File: src/rtl/trig_acceptor_pkg.sv
// trig_acceptor_pkg
//   Shared definitions for the trigger acceptor: default record layout
//   (trigger number over timestamp), acceptor state encoding and the
//   saturation limit of the lost-trigger counter.
package trig_acceptor_pkg;

    localparam int unsigned TNBITS = 12;
    localparam int unsigned TSBITS = 20;
    localparam int unsigned REC_W  = TNBITS + TSBITS;

    localparam logic [15:0] LOST_MAX = 16'hFFFF;

    typedef enum logic {
        IDLE = 1'b0,
        DEAD = 1'b1
    } state_t;

endpackage

File: src/rtl/trig_rec_fifo.sv
// trig_rec_fifo
//   Synchronous show-ahead FIFO holding accepted trigger records.
//   The head entry is presented on dout whenever the FIFO is not empty;
//   dout reads as zero while empty. DEPTH must be a power of two, >= 2.
// Ports:
//   clk    - clock
//   rst    - synchronous active-high reset (flushes the FIFO)
//   push   - write din at this edge (ignored when full)
//   din    - record to write
//   pop    - drop the head entry at this edge (ignored when empty)
//   dout   - head record
//   full   - DEPTH entries stored
//   empty  - no entries stored
//   count  - number of entries stored
module trig_rec_fifo #(
    parameter  int unsigned WIDTH = 32,
    parameter  int unsigned DEPTH = 8,
    localparam int unsigned AW    = $clog2(DEPTH),
    localparam int unsigned CW    = AW + 1
) (
    input  logic             clk,
    input  logic             rst,
    input  logic             push,
    input  logic [WIDTH-1:0] din,
    input  logic             pop,
    output logic [WIDTH-1:0] dout,
    output logic             full,
    output logic             empty,
    output logic [CW-1:0]    count
);
    import trig_acceptor_pkg::*;

    logic [WIDTH-1:0] r_mem [DEPTH];
    logic [AW-1:0]    r_wr;
    logic [AW-1:0]    r_rd;
    logic [CW-1:0]    r_count;
    logic             w_do_push;
    logic             w_do_pop;

    assign w_do_push = push & ~full;
    assign w_do_pop  = pop & ~empty;

    always_ff @(posedge clk) begin
        if (rst) begin
            r_wr    <= '0;
            r_rd    <= '0;
            r_count <= '0;
        end else begin
            if (w_do_push) begin
                r_wr <= r_wr + AW'(1);
            end
            if (w_do_pop) begin
                r_rd <= r_rd + AW'(1);
            end
            case ({w_do_push, w_do_pop})
                2'b10:   r_count <= r_count + CW'(1);
                2'b01:   r_count <= r_count - CW'(1);
                default: r_count <= r_count;
            endcase
        end
    end

    // Storage carries no reset; emptiness alone decides what dout shows.
    always_ff @(posedge clk) begin
        if (w_do_push) begin
            r_mem[r_wr] <= din;
        end
    end

    assign full  = (r_count == CW'(DEPTH));
    assign empty = (r_count == '0);
    assign count = r_count;
    assign dout  = empty ? '0 : r_mem[r_rd];

endmodule

File: src/rtl/trig_acceptor.sv
// trig_acceptor
//   Consumer side of the channel-pair trigger path. Accepts trig pulses
//   when idle, enabled and the record FIFO has room, enforces a dead time,
//   drives the registered inhibit back to the discriminators, counts
//   rejected triggers and buffers {tnum, tstamp} records for downstream.
//   Optional feature macro: TRIG_PRESCALE_EN (adds the prescale port and
//   accepts only every (prescale+1)-th eligible trigger).
// Ports:
//   ADCCLK    - single clock
//   reset     - synchronous active-high reset
//   enable    - acceptance enable
//   trig      - one-cycle trigger pulse
//   deadtime  - dead time in ADCCLK cycles (0 behaves as 1)
//   prescale  - prescale ratio minus one (TRIG_PRESCALE_EN only)
//   inhibit   - registered inhibit to the discriminators
//   rec_data  - head record {tnum, tstamp}
//   rec_valid - head record valid
//   rec_ready - downstream accepts head record
//   lost      - saturating count of rejected triggers
module trig_acceptor #(
    parameter int unsigned DEPTH  = 8,
    parameter int unsigned TSBITS = trig_acceptor_pkg::TSBITS,
    parameter int unsigned TNBITS = trig_acceptor_pkg::TNBITS
) (
    input  logic                     ADCCLK,
    input  logic                     reset,
    input  logic                     enable,
    input  logic                     trig,
    input  logic [15:0]              deadtime,
`ifdef TRIG_PRESCALE_EN
    input  logic [7:0]               prescale,
`endif
    output logic                     inhibit,
    output logic [TNBITS+TSBITS-1:0] rec_data,
    output logic                     rec_valid,
    input  logic                     rec_ready,
    output logic [15:0]              lost
);
    import trig_acceptor_pkg::*;

    localparam int unsigned RW = TNBITS + TSBITS;
    localparam int unsigned CW = $clog2(DEPTH) + 1;

    state_t            r_state;
    state_t            w_state_next;
    logic [15:0]       r_dcnt;
    logic [15:0]       w_dcnt_next;
    logic [15:0]       w_dead_load;
    logic [TSBITS-1:0] r_ts;
    logic [TNBITS-1:0] r_tnum;
    logic [15:0]       r_lost;
    logic              r_inhibit;

    logic              w_full;
    logic              w_empty;
    logic [CW-1:0]     w_count;
    logic              w_elig;
    logic              w_pass;
    logic              w_push;
    logic              w_pop;
    logic              w_reject;
    logic              w_full_next;
    logic [RW-1:0]     w_rec_in;

    assign w_dead_load = (deadtime == 16'd0) ? 16'd1 : deadtime;

    // Fullness is sampled before any pop in the same cycle.
    assign w_elig   = trig & enable & (r_state == IDLE) & ~w_full;
    assign w_push   = w_elig & w_pass;
    assign w_reject = trig & enable & ~w_elig;
    assign w_pop    = ~w_empty & rec_ready;
    assign w_rec_in = {r_tnum, r_ts};

`ifdef TRIG_PRESCALE_EN
    logic [7:0] r_pcnt;

    // Counts eligible triggers modulo (prescale+1); a zero count passes.
    always_ff @(posedge ADCCLK) begin
        if (reset || !enable) begin
            r_pcnt <= '0;
        end else if (w_elig) begin
            r_pcnt <= (r_pcnt >= prescale) ? 8'd0 : r_pcnt + 8'd1;
        end
    end

    assign w_pass = (r_pcnt == 8'd0);
`else
    assign w_pass = 1'b1;
`endif

    // Push never happens while full, so occupancy after the edge reaches
    // DEPTH either by staying full without a pop or by a lone push at DEPTH-1.
    assign w_full_next = (w_count == CW'(DEPTH)) ? ~w_pop
                       : (w_push & ~w_pop & (w_count == CW'(DEPTH - 1)));

    always_ff @(posedge ADCCLK) begin
        if (reset) begin
            r_state <= IDLE;
            r_dcnt  <= '0;
        end else begin
            r_state <= w_state_next;
            r_dcnt  <= w_dcnt_next;
        end
    end

    always_comb begin
        w_state_next = r_state;
        w_dcnt_next  = r_dcnt;
        case (r_state)
            IDLE: begin
                if (w_push) begin
                    w_state_next = DEAD;
                    w_dcnt_next  = w_dead_load;
                end
            end
            DEAD: begin
                if (!enable || r_dcnt <= 16'd1) begin
                    w_state_next = IDLE;
                    w_dcnt_next  = '0;
                end else begin
                    w_dcnt_next = r_dcnt - 16'd1;
                end
            end
            default: begin
                w_state_next = IDLE;
                w_dcnt_next  = '0;
            end
        endcase
    end

    always_ff @(posedge ADCCLK) begin
        if (reset) begin
            r_ts      <= '0;
            r_tnum    <= '0;
            r_lost    <= '0;
            r_inhibit <= 1'b0;
        end else begin
            r_ts <= r_ts + TSBITS'(1);
            if (w_push) begin
                r_tnum <= r_tnum + TNBITS'(1);
            end
            if (w_reject && (r_lost != LOST_MAX)) begin
                r_lost <= r_lost + 16'd1;
            end
            r_inhibit <= (w_state_next == DEAD) | w_full_next | ~enable;
        end
    end

    trig_rec_fifo #(
        .WIDTH (RW),
        .DEPTH (DEPTH)
    ) u_fifo (
        .clk   (ADCCLK),
        .rst   (reset),
        .push  (w_push),
        .din   (w_rec_in),
        .pop   (w_pop),
        .dout  (rec_data),
        .full  (w_full),
        .empty (w_empty),
        .count (w_count)
    );

    assign rec_valid = ~w_empty;
    assign inhibit   = r_inhibit;
    assign lost      = r_lost;

endmodule

File: config.mk
export PLATFORM = sky130hd
export DESIGN_NAME = trig_acceptor
export DESIGN_NICKNAME = d
export VERILOG_FILES = /design/src/rtl/trig_acceptor_pkg.sv /design/src/rtl/trig_rec_fifo.sv /design/src/rtl/trig_acceptor.sv
export SDC_FILE = /design/constraint.sdc
export NUM_CORES = 1
export LEC_CHECK = 0
export CAP_MARGIN = 10
export CORE_MARGIN = 3
export CORE_UTILIZATION = 50
export CTS_CLUSTER_SIZE = 28
export DETAILED_ROUTE_END_ITERATION = 12
export PLACE_DENSITY_LB_ADDON = 0.1
export SYNTH_ARGS = -nofsm -noshare
export SYNTH_HDL_FRONTEND = slang
export SYNTH_SLANG_ARGS = --single-unit
File: constraint.sdc
create_clock -name ADCCLK -period 5.7 [get_ports ADCCLK]
set_input_delay 1.14 -clock ADCCLK [delete_from_list [all_inputs] [get_ports ADCCLK]]
set_output_delay 1.14 -clock ADCCLK [all_outputs]
set_load 0.05 [all_outputs]
Yosys cells after proc, flatten, opt, wreduce, memory -nomap -nowiden
Memory sizes are Yosys's and may differ from the RTL's. A register that Yosys moved wholly into a read port is not among the register bits.
Cells that the tools add are included.
- word-level logic and storage cells: 62
- RAM bits: 256
- memories: 1
- output and inout bits: 50
- register bits: 76
- equality and inequality tests: 6
- $lt $le $gt $ge: 1
- reduce and logical (&&, ||, !) cells: 6
- multiplexer cells: 14
- $add $sub $neg: 8
- bitwise logic cells: 17
- memory list (memory ; depth ; width ; read ports ; clocked after memory_dff ; write ports ; line ; source):
    u_fifo.r_mem ; 8 ; 32 ; 1 ; 1 ; 1 ; trig_rec_fifo.sv:33 ; logic [WIDTH-1:0] r_mem [DEPTH];
- operators with widths (cell ; number):
    two-way mux 16 bit ; 3
    two-way mux 32 bit ; 1
    one-hot mux 16 bit (2 select lines) ; 1
    adder 20 x 1 -> 20 bit, second input constant ; 1
    adder 16 x 1 -> 16 bit, second input constant ; 1
    <= comparator 16 x 1 -> 1 bit, second input constant ; 1
    logical NOT 16 bit ; 1
    != test 16 bit, second input constant ; 1
    subtractor 16 x 1 -> 16 bit, second input constant ; 1
    adder 12 x 1 -> 12 bit, second input constant ; 1
    bitwise AND 1 bit ; 9
    one-hot mux 4 bit (2 select lines) ; 1
    adder 3 x 1 -> 3 bit, second input constant ; 2
    two-way mux 3 bit ; 2
    NOT 1 bit ; 6
    two-way mux 1 bit ; 5
    adder 4 x 1 -> 4 bit, second input constant ; 1
    equality test 4 x 3 -> 1 bit, second input constant ; 1
    equality test 4 bit, second input constant ; 1
    logical NOT 4 bit ; 1
    subtractor 4 x 1 -> 4 bit, second input constant ; 1
    equality test 2 x 1 -> 1 bit, second input constant ; 1
    equality test 2 bit, second input constant ; 1
    != test 2 x 1 -> 1 bit, second input constant ; 1
    6 further kinds ; 7

Logic depth before layout (Yosys ltp)
Gate-level depths: netlist of run 1.
- word-level depth: 9
- gate-level depth with buffers: 11
- depth with buffers taken out: 10

Hierarchy
A second synthesis of run 1 with hierarchy kept.
- cells, all modules: 873
- area, all modules: 13760.7 µm²
- modules (own cells, without submodules) (module ; cells each ; seq. area each (µm²) ; area an instance (µm²) ; times used):
    trig_rec_fifo ; 479 ; 7947.6 ; 10396.2 ; 1
    trig_acceptor ; 394 ; 1321.3 ; 3364.5 ; 1

Worst setup path after synthesis of run 1
No wires, ideal clock.
- path type: input port to flip-flop
- start: input enable
- end: memory u_fifo.r_mem[2][0], enable pin
- library setup time: 0.513 ns
- path slack: -0.090 ns
- stages: 5
- buffers on the path: 1
- data arrival time: 5.277 ns
- data required time: 5.187 ns
- cell sequence: nand2_1 nor3_1 inv_1 clkbuf_1 nor4b_1
- longest elaborated chain between the ends: 6
- RTL lines (item ; line ; source):
    start: declaration ; trig_acceptor.sv:27 ; input logic enable,
    bitwise AND 1 bit (3 in a row) ; trig_acceptor.sv:68 ; assign w_elig = trig & enable & (r_state == IDLE) & ~w_full;
    bitwise AND 1 bit ; trig_rec_fifo.sv:40 ; assign w_do_push = push & ~full;
    two-way mux 1 bit ; trig_rec_fifo.sv:65 ; if (w_do_push) begin
    two-way mux 1 bit (not written as such) ; trig_rec_fifo.sv:66 ; r_mem[r_wr] <= din;
    end: declaration ; trig_rec_fifo.sv:33 ;
Every way passes these cells.

==> flow_summary.toml, run 1 <==
[status]
status = "complete, no violations"

[placed_design]
place_ws_ns = 1.77
port_buffers = 70
dpl.hpwl_um = 16300
place.gp.congestion = 0.839

[global_routing]
grt_pass1_vias = 8110
antenna_found_initial = 0
grt_max_degree = 50
gr-total-overflow = 0
grt_usage = 0.196
grt_pass1_wl_um = 44200

[layout]
mostFrequentLayoutCells = "256 x edfxtp_1, 112 x nor2_1, 76 x dfxtp_1, 69 x clkdlybuf4s50_1, 64 x mux4_2"
fin_util = 0.603
nets = 984
area_growth_pct = 17.0
n_antenna_cell = 0
final_layout_size_suffix_gt1_frac = 0.160
final-seq-area_um2 = 9280
final_common_cell = "edfxtp_1"
multi_input_area_um2 = 4160
nFillCells = 1931

[synthesis]
netlist_area_um2 = 13600
ys.flop_type = "edfxtp_1"
async_flop_share = 0
avgSynthCellArea_um2 = 15.6
yosysSeqAreaShare = 0.682
yosysUniqueCellTypes = 57
synth_top_cell_by_area = "edfxtp_1"
netlist_instances = 871
synth_top_area_frac = 0.566
yosys-top-cells-area = "edfxtp_1 57%, dfxtp_1 12%, mux4_2 11%"
synth_nets = 903
synth-seq-cells = 335
synth_edf_count = 256
ys.warnings.count = 0

[sta]
hold_viol = 0
final.min_clock_period_ns = 4.35
relSlewSlack = 0.321
setup_ws_ns = 1.35
tightest_slew_ns = 1.01
holdWs_ns = 0.502
slew_violations = 0
finClkSkew_ns = 0.0165
rsz0062_at_grt = "no"
timing.final.crit_share = 0.764
tns_ns = 0
max_freq_mhz = 230
finalSetupViolCount = 0

[cts]
cts_setup_buffers = 0
cts_tree = "yes"
root_buffer = "clkbuf_16"
cts_made_buffers = 35
cts_resized = 0
clkTransAtPathRegs_ns = 0.06
cts_buffer_depth = 3
htreeDepth = 2
worstSkewPairLatency_ns = 0.50
holdBufCountCts = 0
cts.sinks = 335

[drt]
drc_errors = 0
wire_per_inst_um = 21.1
drt_iter0_drc = 636
drt-vias-per-instance = 5.87
antenna_left = 0
firstDrtPassIters = 5
wirelength_um = 27700
vias = 7698

[critical_path]
reg2reg_from = "u_fifo.count[0]"
crit_slowest_cell = "dfxtp_4"
max_stage_delay_ns = 0.82
critPathLaunchType = "flop"
critPathMaxFanout = 35
crit_buf_inv = 2
crit_arrival_ns = 3.21
crit_chain = "buf_12 -> mux4_2 -> mux2i_1 -> nor2_1 -> clkdlybuf4s50_1"
crit_type = "flop to output pin"
worstPathRequired_ns = 4.56
endpoint_kind = "output pin"
crit_family = "buffers and inverters"

[floorplanning]
rows = 59
die_y_um = 171
die_area_um2 = 29200
start_util = 0.516
core_um2 = 26400
dieWidth_um = 171
pin_count = 71

[worst_hold_path]
min-delay-start = "r_dcnt[12]"
min_path_type = "flop to flop"

[pwr]
powerDensity_nw_per_um2 = 439
ir_drop_v = 0.000283
leakage_uw = 0.00510

[job]
cap_viol_max_count = 0
synthesized netlist by cell type (all sizes together) (20+ instances only):
master / n
mux2i: 33
nor2: 113
dfxtp: 79
clkbuf: 27
mux4: 64
nor4: 21
nand2: 34
a21oi: 20
nor3: 20
nand3: 25
xnor2: 28
xor2: 20
edfxtp: 256
worst min-delay path, stage by stage, from the launching register on:
cell,delay [ns]
dfxtp_1,0.32
inv_1,0.05
o32ai_1,0.07
layer usage:
layer,vias to the layer above,track usage,wire (µm)
li1,3542,-,-
met1,3901,0.256,11800
met5,-,0,0
met4,0,0.0588,570
met2,211,0.339,14000
met3,44,0.0323,1350
layout make-up:
class | count | share of cell area
Clock buffer | 50 | 0.0618
Clock inverter | 12 | 0.00889
Inverter | 16 | 0.00378
Multi-Input combinational cell | 479 | 0.262
Sequential cell | 335 | 0.583
Tap cell | 335 | 0.0264
Timing Repair Buffer | 85 | 0.0540
flip-flops by register name, indices dropped and copies added (netlist names), 3 cells and up, named ones only:
name and count:
u_fifo.r_mem 256, r_ts 20, lost 16, r_dcnt 16, r_tnum 12, u_fifo.count 4, u_fifo.r_rd 3, u_fifo.r_wr 3
logic make-up after synthesis:
kind of cell | after synthesis | share of synthesized area
compound gates | 64 | 0.0327
xor+xnor | 48 | 0.0309
buf+inv | 57 | 0.0175
flops | 335 | 0.682
simple gates | 259 | 0.0959
fa+ha+maj | 11 | 0.0107
mux | 97 | 0.130
through the flow:
stage,power [µW],instances,area (µm²)
floorplan,4240,871,13600
global placement,4810,1250,14800
detailed placement,4850,1250,14800
CTS,7070,1312,15900
global route,7280,1312,15900
finish,6980,1312,15900
where the power goes:
part | switching (µW) | leakage [µW] | total [µW] | internal (µW)
Clock | 865 | 0.000545 | 2200 | 1340
Combinational | 1180 | 0.00149 | 1950 | 763
Sequential | 149 | 0.00307 | 2830 | 2680
path summary, 6_finish.rpt:
path | endpoint | slack (ns) | cells past startpoint
setup / recovery | rec_data[31] | 1.35 | 5
hold / removal | r_dcnt[12] | 0.50 | 2
setup reg to reg | u_fifo.count[3] | 2.64 | 10
hold reg to reg | r_dcnt[12] | 0.50 | 2
(Power assumes the default switching activity.)
==> run 2, diff against run 1 <==
==> constraint.sdc (replaced) <==
create_clock -name ADCCLK -period 4.21 [get_ports ADCCLK]
set_input_delay 0.842 -clock ADCCLK [delete_from_list [all_inputs] [get_ports ADCCLK]]
set_output_delay 0.842 -clock ADCCLK [all_outputs]
set_load 0.05 [all_outputs]
==> flow_summary.toml, run 2 (synthesis gave the netlist of run 1 again) <==
[pwr]
leakage_uw = 0.00519
powerDensity_nw_per_um2 = 602
combPwrFrac = 0.282
p_int_uw = 6620
p_clk_frac = 0.326
power_uw = 9660
sw_frac_of_total = 0.314
p_switching_uw = 3040
ir_drop_v = 0.000373
power.share.sequential = 0.391

[sta]
max_freq_mhz = 266
finalSetupViolCount = 0
final.min_clock_period_ns = 3.77
finClkSkew_ns = 0.0188
rsz0062_at_grt = "no"
hold_viol = 0
slew_violations = 0
timing.final.crit_share = 0.895
relSlewSlack = 0.371
tightest_slew_ns = 0.936

[global_routing]
grt_pass1_wl_um = 44900
antenna_found_initial = 0
grt_pass1_vias = 8110
gr-total-overflow = 0
grt_usage = 0.197
grt_max_degree = 52

[critical_path]
crit_slowest_cell = "clkdlybuf4s50_1"
endpoint_kind = "output pin"
crit_family = "buffers and inverters"
reg2reg_slack_ns = 1.51
timing.rr.end = "u_fifo.count[3]"
crit_buf_inv = 2
worstPathRequired_ns = 3.37
crit_arrival_ns = 2.92
critPathLaunchType = "flop"
critPathMaxFanout = 19
crit_type = "flop to output pin"
crit_end = "rec_data[23]"
reg2regPathDepth = 10
max_stage_delay_ns = 0.73
crit_cells = 5
reg2reg_from = "u_fifo.count[0]"
crit_chain = "buf_12 -> mux4_2 -> mux2i_1 -> nor2_1 -> clkdlybuf4s50_1"

[floorplanning]
die_area_um2 = 29200
die_y_um = 171
core_um2 = 26400
rows = 59
start_util = 0.516
dieWidth_um = 171
pin_count = 71

[cts]
cts_resized = 0
clkTransAtPathRegs_ns = 0.06
htreeDepth = 2
worstSkewPairLatency_ns = 0.50
root_buffer = "clkbuf_16"
cts.sinks = 335
cts_setup_buffers = 0
cts_buffer_depth = 3
holdBufCountCts = 0
cts_tree = "yes"
cts_made_buffers = 36

[drt]
drt-vias-per-instance = 5.88
wl_met1_um = 12100
wl_met2_um = 14000
wirelength_um = 28100
vias = 7791
wire_per_inst_um = 21.2
drt_iter0_drc = 555
dr_wl_met3_um = 1510
drc_errors = 0
antenna_left = 0
firstDrtPassIters = 5
highest_layer = "met4"

[job]
cap_viol_max_count = 0

[layout]
largest_register_ffs = 256
final_common_cell = "edfxtp_1"
n_antenna_cell = 0
area_growth_pct = 18.1
fin_util = 0.609
final_layout_size_suffix_gt1_frac = 0.171
reg_top3 = "u_fifo.r_mem: 256 flops, r_ts: 20 flops"
nets = 996
regMostFlops = "u_fifo.r_mem"
mostFrequentLayoutCells = "256 x edfxtp_1, 112 x nor2_1, 76 x dfxtp_1, 69 x clkdlybuf4s50_1, 64 x mux4_2"

[placed_design]
port_buffers = 70
dpl.hpwl_um = 17100
place.gp.congestion = 0.854

[worst_hold_path]
min_path_type = "flop to flop"

[status]
status = "complete, no violations"
[run 2: cell count changes in the layout (fill, tap and decap cells not counted), sizes merged]
cell | previous run | this run
buf | 16 | 27
clkbuf | 50 | 44
clkinv | 6 | 11
bufinv | 3 | 5
clkinvlp | 2 | 4
inv | 17 | 16
[run 2: stage by stage]
| step | hold slack, ns | setup WS (ns) | setup TNS [ns] | cells | area [µm²] |
|---|---|---|---|---|---|
| 2_1_floorplan | 0.465 | -0.420 | -32.76 | 871 | 13600 |
| 3_3_place_gp | 0.482 | 0.905 | 0 | 1261 | 14900 |
| 3_5_place_dp | 0.499 | 0.815 | 0 | 1261 | 14900 |
| 4_1_cts | 0.507 | 0.368 | 0 | 1325 | 16000 |
| 5_1_grt | 0.538 | 0.221 | 0 | 1325 | 16000 |
| 6_report | 0.519 | 0.444 | 0 | 1325 | 16000 |
[run 2: power by group through the flow]
stage | combinational [µW] | clock [µW] | sequential [µW]
2_1_floorplan | 1980 | 0 | 3760
3_3_place_gp | 2720 | 0 | 3840
3_5_place_dp | 2750 | 0 | 3850
4_1_cts | 2760 | 3220 | 3780
5_1_grt | 2910 | 3370 | 3800
6_report | 2730 | 3150 | 3780
[run 2: cell type report]
class | count | area, µm²
fillers | 1949 | 10300
flip-flops and latches | 335 | 9280
multi-input cells | 479 | 4170
clock buffers | 44 | 962
repair buffers | 96 | 928
well taps | 335 | 419
clock inverters | 20 | 233
inverters | 16 | 60.1
[run 2: worst min path at each step]
stage / from / endpoint / depth (start not counted)
2_1_floorplan: r_dcnt[12] / r_dcnt[12] / 2
3_3_place_gp: r_dcnt[7] / r_dcnt[7] / 2
3_5_place_dp: r_dcnt[12] / r_dcnt[12] / 2
4_1_cts: r_dcnt[12] / r_dcnt[12] / 2
5_1_grt: r_dcnt[12] / r_dcnt[12] / 2
6_report: r_dcnt[12] / r_dcnt[12] / 2
[run 2: metal layers]
layer	vias to the layer above	GRT usage
li1	3563	-
met1	3934	0.272
met2	246	0.330
met3	48	0.0305
met4	0	0.0507
met5	-	0
[run 2: worst min-delay path, stage by stage (launching register included)]
cell	delay, ns
dfxtp_1	0.33
inv_1	0.06
o32ai_1	0.08
